--- src/rtl/node_mu_search.sv ---
// node_mu_search: minimisation (mu-operator) node.
// Starts child f(X, Y) for Y = 0, 1, 2, ... and returns the first Y with f == 0.
//
// Handshake: toward the parent this node is a responder. A 0->1 edge on ST
// while idle starts a search. RD drops on the next edge. RD returns to 1
// together with RES/FOUND/ERR, which are valid whenever RD is 1.
// Toward the child this node is the initiator. F_ST is a one-cycle pulse
// with F_X/F_Y stable. Completion is a 0->1 edge on F_RD, and F_RES is
// valid on that edge.
module node_mu_search #(
  parameter int W = 16,
  parameter logic [W-1:0] LIMIT = 16'hFFFE,
  parameter int TIMEOUT = 1024
) (
  input  logic         CLK,
  input  logic         RST,
  input  logic         ST,
  output logic         RD,
  output logic [W-1:0] RES,
  output logic         FOUND,
  output logic         ERR,
  input  logic [W-1:0] IN0,
  output logic         F_ST,
  output logic [W-1:0] F_X,
  output logic [W-1:0] F_Y,
  input  logic         F_RD,
  input  logic [W-1:0] F_RES,
  output logic [1:0]   dbg_state
);

  localparam logic [1:0] S_IDLE   = 2'd0;
  localparam logic [1:0] S_LAUNCH = 2'd1;
  localparam logic [1:0] S_WAIT   = 2'd2;

  // Watchdog counts 0 .. TIMEOUT-1, so clog2(TIMEOUT) bits are enough.
  localparam int WD = (TIMEOUT > 1) ? $clog2(TIMEOUT) : 1;
  localparam bit WDOG_EN = (TIMEOUT != 0);
  localparam logic [WD-1:0] WD_LAST = WD'(TIMEOUT - 1);

  logic [1:0]    state;
  logic          st_old;
  logic          rd_old;
  logic [WD-1:0] wdog;
  logic          wait_first;
  logic          start_det;
  logic          done_det;

  assign start_det = ST & ~st_old;
  assign done_det  = F_RD & ~rd_old;
  assign dbg_state = state;

  // Edge-detect history registers run through reset as well.
  always_ff @(posedge CLK) begin
    st_old <= ST;
    rd_old <= F_RD;
  end

  // Search sequencer: launch child, wait for its done edge, step Y or finish.
  always_ff @(posedge CLK) begin
    if (RST) begin
      state      <= S_IDLE;
      RD         <= 1'b1;
      RES        <= '0;
      FOUND      <= 1'b0;
      ERR        <= 1'b0;
      F_ST       <= 1'b0;
      F_X        <= '0;
      F_Y        <= '0;
      wdog       <= '0;
      wait_first <= 1'b0;
    end else begin
      case (state)
        S_IDLE: begin
          if (start_det) begin
            RD    <= 1'b0;
            FOUND <= 1'b0;
            ERR   <= 1'b0;
            F_X   <= IN0;
            F_Y   <= '0;
            state <= S_LAUNCH;
          end
        end
        S_LAUNCH: begin
          F_ST       <= 1'b1;
          wdog       <= '0;
          wait_first <= 1'b1;
          state      <= S_WAIT;
        end
        S_WAIT: begin
          F_ST       <= 1'b0;
          wdog       <= wdog + 1'b1;
          wait_first <= 1'b0;
          // The first WAIT cycle can see a stale rd_old, so its edge is ignored.
          if (done_det && !wait_first) begin
            if (F_RES == '0) begin
              RES   <= F_Y;
              FOUND <= 1'b1;
              RD    <= 1'b1;
              state <= S_IDLE;
            end else if (F_Y == LIMIT) begin
              RES   <= '1;
              FOUND <= 1'b0;
              RD    <= 1'b1;
              state <= S_IDLE;
            end else begin
              F_Y   <= F_Y + 1'b1;
              state <= S_LAUNCH;
            end
          end else if (WDOG_EN && wdog == WD_LAST) begin
            ERR   <= 1'b1;
            FOUND <= 1'b0;
            RES   <= '1;
            RD    <= 1'b1;
            state <= S_IDLE;
          end
        end
        default: state <= S_IDLE;
      endcase
    end
  end

endmodule
--- config.mk ---
export PLATFORM = sky130hd
export DESIGN_NAME = node_mu_search
export DESIGN_NICKNAME = d
export VERILOG_FILES = /design/src/rtl/node_mu_search.sv
export SDC_FILE = /design/constraint.sdc
export NUM_CORES = 1
export LEC_CHECK = 0
export BUFFER_PORTS_ARGS = -buffer_cell sky130_fd_sc_hd__buf_2
export CORE_ASPECT_RATIO = 1.25
export CORE_UTILIZATION = 46
export CTS_CLUSTER_DIAMETER = 30
export DETAILED_ROUTE_END_ITERATION = 8
export GPL_ROUTABILITY_DRIVEN = 0
export PLACE_DENSITY = 0.75
export REMOVE_ABC_BUFFERS = 1
export SETUP_SLACK_MARGIN = 0.3
export SYNTH_ARGS = -nofsm -noshare
export SYNTH_HDL_FRONTEND = slang
export SYNTH_SLANG_ARGS = --single-unit
--- constraint.sdc ---
create_clock -name CLK -period 1.95 [get_ports CLK]
set_clock_uncertainty 0.1 [all_clocks]
set_input_delay 0.39 -clock CLK [delete_from_list [all_inputs] [get_ports CLK]]
set_output_delay 0.39 -clock CLK [all_outputs]
set_load 0.05 [all_outputs]
==> run_results.csv <==
group,metric,value,unit
outcome,status,"finished with violations",
outcome,failed_checks,"negative setup slack",
min_path,min-delay-start,"F_RD",
worst_setup_path,critPathMaxFanout,7,
place,portBuffers,89,
worst_setup_path,r2r_slack,-0.08,ns
min_path,hold_path_end,"rd_old",
timing,worst_slew_pin_slew,0.376,ns
yosys,netlist_top_cells_count,"66 x dfxtp_1, 57 x nand2_1, 25 x a21oi_1",
drt,drtPass1Iterations,5,
drt,ant_nets,0,
floorplanning,die_h,92.4,um
clock_tree,cts_tree,"built",
final_layout,areaGrowthSynthToFinish,53.3,%
worst_setup_path,arrival,2.22,ns
place,place.detailed.hpwl,5.85,mm
global_routing,grt_use_total,0.276,
final_layout,design_area,4600,um2
timing,finalMaxSlewViolations,0,
timing,period_needed,2.03,ns
yosys,synth_seq_cells,66,
pwr,cellLeakagePower,2.01,nW
yosys,syn_inst,331,
worst_setup_path,r2r_cells,8,
final_layout,layout-drive-gt1-share,0.530,
timing,worst_slack,-0.0751,ns
final_layout,antenna_cells,0,
min_path,hp-class,"in -> reg",
clock_tree,cts_buffers,9,
timing,relSlewSlack,0.747,
clock_tree,clk_pin_slew,0.08,ns
floorplanning,ios,90,
clock_tree,root_buffer,"clkbuf_8",
pwr,pwr-share-clk,0.304,
yosys,syn-cell-area,3000,um2
yosys,async_flop_share,0,
floorplanning,start_util,0.481,
yosys,synthTopCellsByArea,"dfxtp_1 44%, nand2_1 7.1%, a21oi_1 4.2%, o221a_1 3.7%, ha_1 2.9%",
place,dpl-instance-area,3810,um2
drt,drt_wl_total,10.2,mm
yosys,synth_cell_types,58,
pwr,p_switching,1.51,mW
run,cap_violations,0,
clock_tree,clock_sinks,66,
drt,avgRoutedWirePerCell,17.9,um
clock_tree,cts_max_path_buffers,2,
clock_tree,htreeDepth,3,
timing,finalSetupViolations,1,
yosys,synth_most_common_cell,"dfxtp_1",
floorplanning,core_area,6250,um2
worst_setup_path,crit-reg2reg-launch,"dbg_state[0]",
pwr,p_comb_frac,0.348,
worst_setup_path,end_kind,"flip-flop",
worst_setup_path,r2r_end,"F_Y[6]",
yosys,synth_warnings,0,
global_routing,grt_pass1_vias,3091,
worst_setup_path,critPathLaunchType,"flip-flop",
final_layout,final_core_util,0.737,
pwr,power_density,933,nW/um2
timing,max_freq,494,MHz
pwr,ir_worst_vdd,0.813,mV
timing,hold_viol,0,
timing,rsz0062_at_grt,"yes",
yosys,yosysTopAreaCell,"dfxtp_1",
floorplanning,die_area,6860,um2
floorplanning,core.rowCount,32,
yosys,avgSynthCellArea,9.08,um2
worst_setup_path,crit_required,2.15,ns
clock_tree,clkLatencyLatePin,0.36,ns
final_layout,fin_nets,525,
yosys,synth_edf_count,0,
pwr,finalPower,4.29,mW
min_path,worstHoldPathCells,1,
clock_tree,hold_buffers,0,
drt,drtIter0Drc,290,
global_routing,grt_pass1_wl,14.4,mm
global_routing,antenna_found_initial,0,
timing,min_period_over_period,1.04,
global_routing,grt_max_degree,18,
yosys,synthFlopType,"dfxtp_1",
drt,vias,3320,
pwr,p_int,2.79,mW
floorplanning,die_x,74.3,um
drt,drc,0,
pwr,seqPwrFrac,0.348,
worst_setup_path,path_class,"reg -> reg",
drt,vias_per_cell,5.80,
global_routing,overflow,0,
yosys,seq_area_frac_synth,0.440,
pwr,netSwitchingFraction,0.351,
yosys,yosys.area.top_type_share,0.440,
==> worst max-delay path, stage by stage, from the launching register on <==
cell	delay, ns
dfxtp_2	0.34
inv_4	0.07
ha_4	0.15
nand3b_1	0.16
and2_4	0.24
buf_4	0.17
nor3_2	0.33
nand4_1	0.25
nand3_1	0.15
==> power groups by stage <==
stage                     registers [mW]  logic [mW]  clock network [mW]
after floorplan                     1.79       0.412                   0
after global placement              1.51        1.10                   0
after detailed placement            1.51        1.12                   0
after CTS                           1.49        1.28                1.31
after global routing                1.51        1.58                1.38
final                               1.50        1.49                1.30
==> cell type report <==
class | instances | area, um2
sequential | 66 | 1340
multi-input combinational | 237 | 1850
clock buffer | 11 | 141
tap | 85 | 106
clock inverter | 5 | 77.6
fill | 464 | 1640
inverter | 11 | 47.5
timing repair buffer | 157 | 1050
==> cell usage in the layout (no fill, tap or decap), types with 4 or more instances in the layout <==
cell	instances
a21o_1	4
a21oi_1	19
a21oi_2	6
buf_2	84
buf_4	55
buf_6	12
clkbuf_8	10
dfxtp_1	54
dfxtp_2	11
ha_4	5
inv_1	7
nand2_1	50
nand2_2	4
nand3_1	13
nand4_1	8
nor2_1	17
nor3_2	4
nor4_1	4
o21ai_0	6
o221a_1	10
o221a_2	6
xnor2_1	4
xor2_1	4
==> cell families (layout without fill, tap and decap cells) <==
logic type,count (synthesis),in the layout,share of synthesized area
AOI/OAI and AO/OA,81,81,0.206
buffers and inverters,28,184,0.0596
adders and majority gates,7,7,0.0292
muxes,3,3,0.0104
xor gates and xnor gates,8,8,0.0233
and+or+nand+nor,138,138,0.232
DFF,66,66,0.440
==> how the worst max path moves through the flow <==
stage	startpoint	to	slack, ns	cells past startpoint
final	dbg_state[0]	F_Y[6]	-0.08	8
after global routing	dbg_state[1]	F_Y[6]	-0.27	8
after CTS	F_Y[0]	F_Y[1]	0.10	7
after detailed placement	F_RES[10]	F_Y[8]	-0.08	7
after global placement	F_RES[1]	F_Y[8]	-0.04	7
after floorplan	F_Y[0]	F_Y[8]	-0.63	7
==> registers in the layout (all words and copies together) (netlist names) <==
register	count
FOUND	1
F_Y	16
RD	1
wdog	10
rd_old	1
st_old	1
RES	16
wait_first	1
dbg_state	2
F_X	16
ERR	1
==> routing by layer <==
layer | track usage | share of wire
met1 | 0.307 | 0.36
met2 | 0.464 | 0.52
met3 | 0.0686 | 0.064
met4 | 0.168 | 0.054
met5 | 0 | 0
==> stage by stage <==
stage               setup WS [ns]  hold slack (ns)  setup TNS [ns]  instances
floorplan                  -0.626            0.318          -16.43        314
global placement          -0.0352            0.339         -0.0367        539
detailed placement        -0.0753            0.347          -0.323        539
CTS                         0.101           0.0451               0        560
global route               -0.269           0.0372          -0.298        572
finish                    -0.0751           0.0488         -0.0751        572
==> repair_timing <==
action                                  in CTS  in global routing
cloned                                       0                  0
endpoints found under the setup margin      45                 50
buffers inserted                             5                 12
hold endpoints to repair                     0                  0
gates resized for setup                     58                 52
pin swaps                                   24                 25
Note: power is estimated with default switching activity, not from simulation.
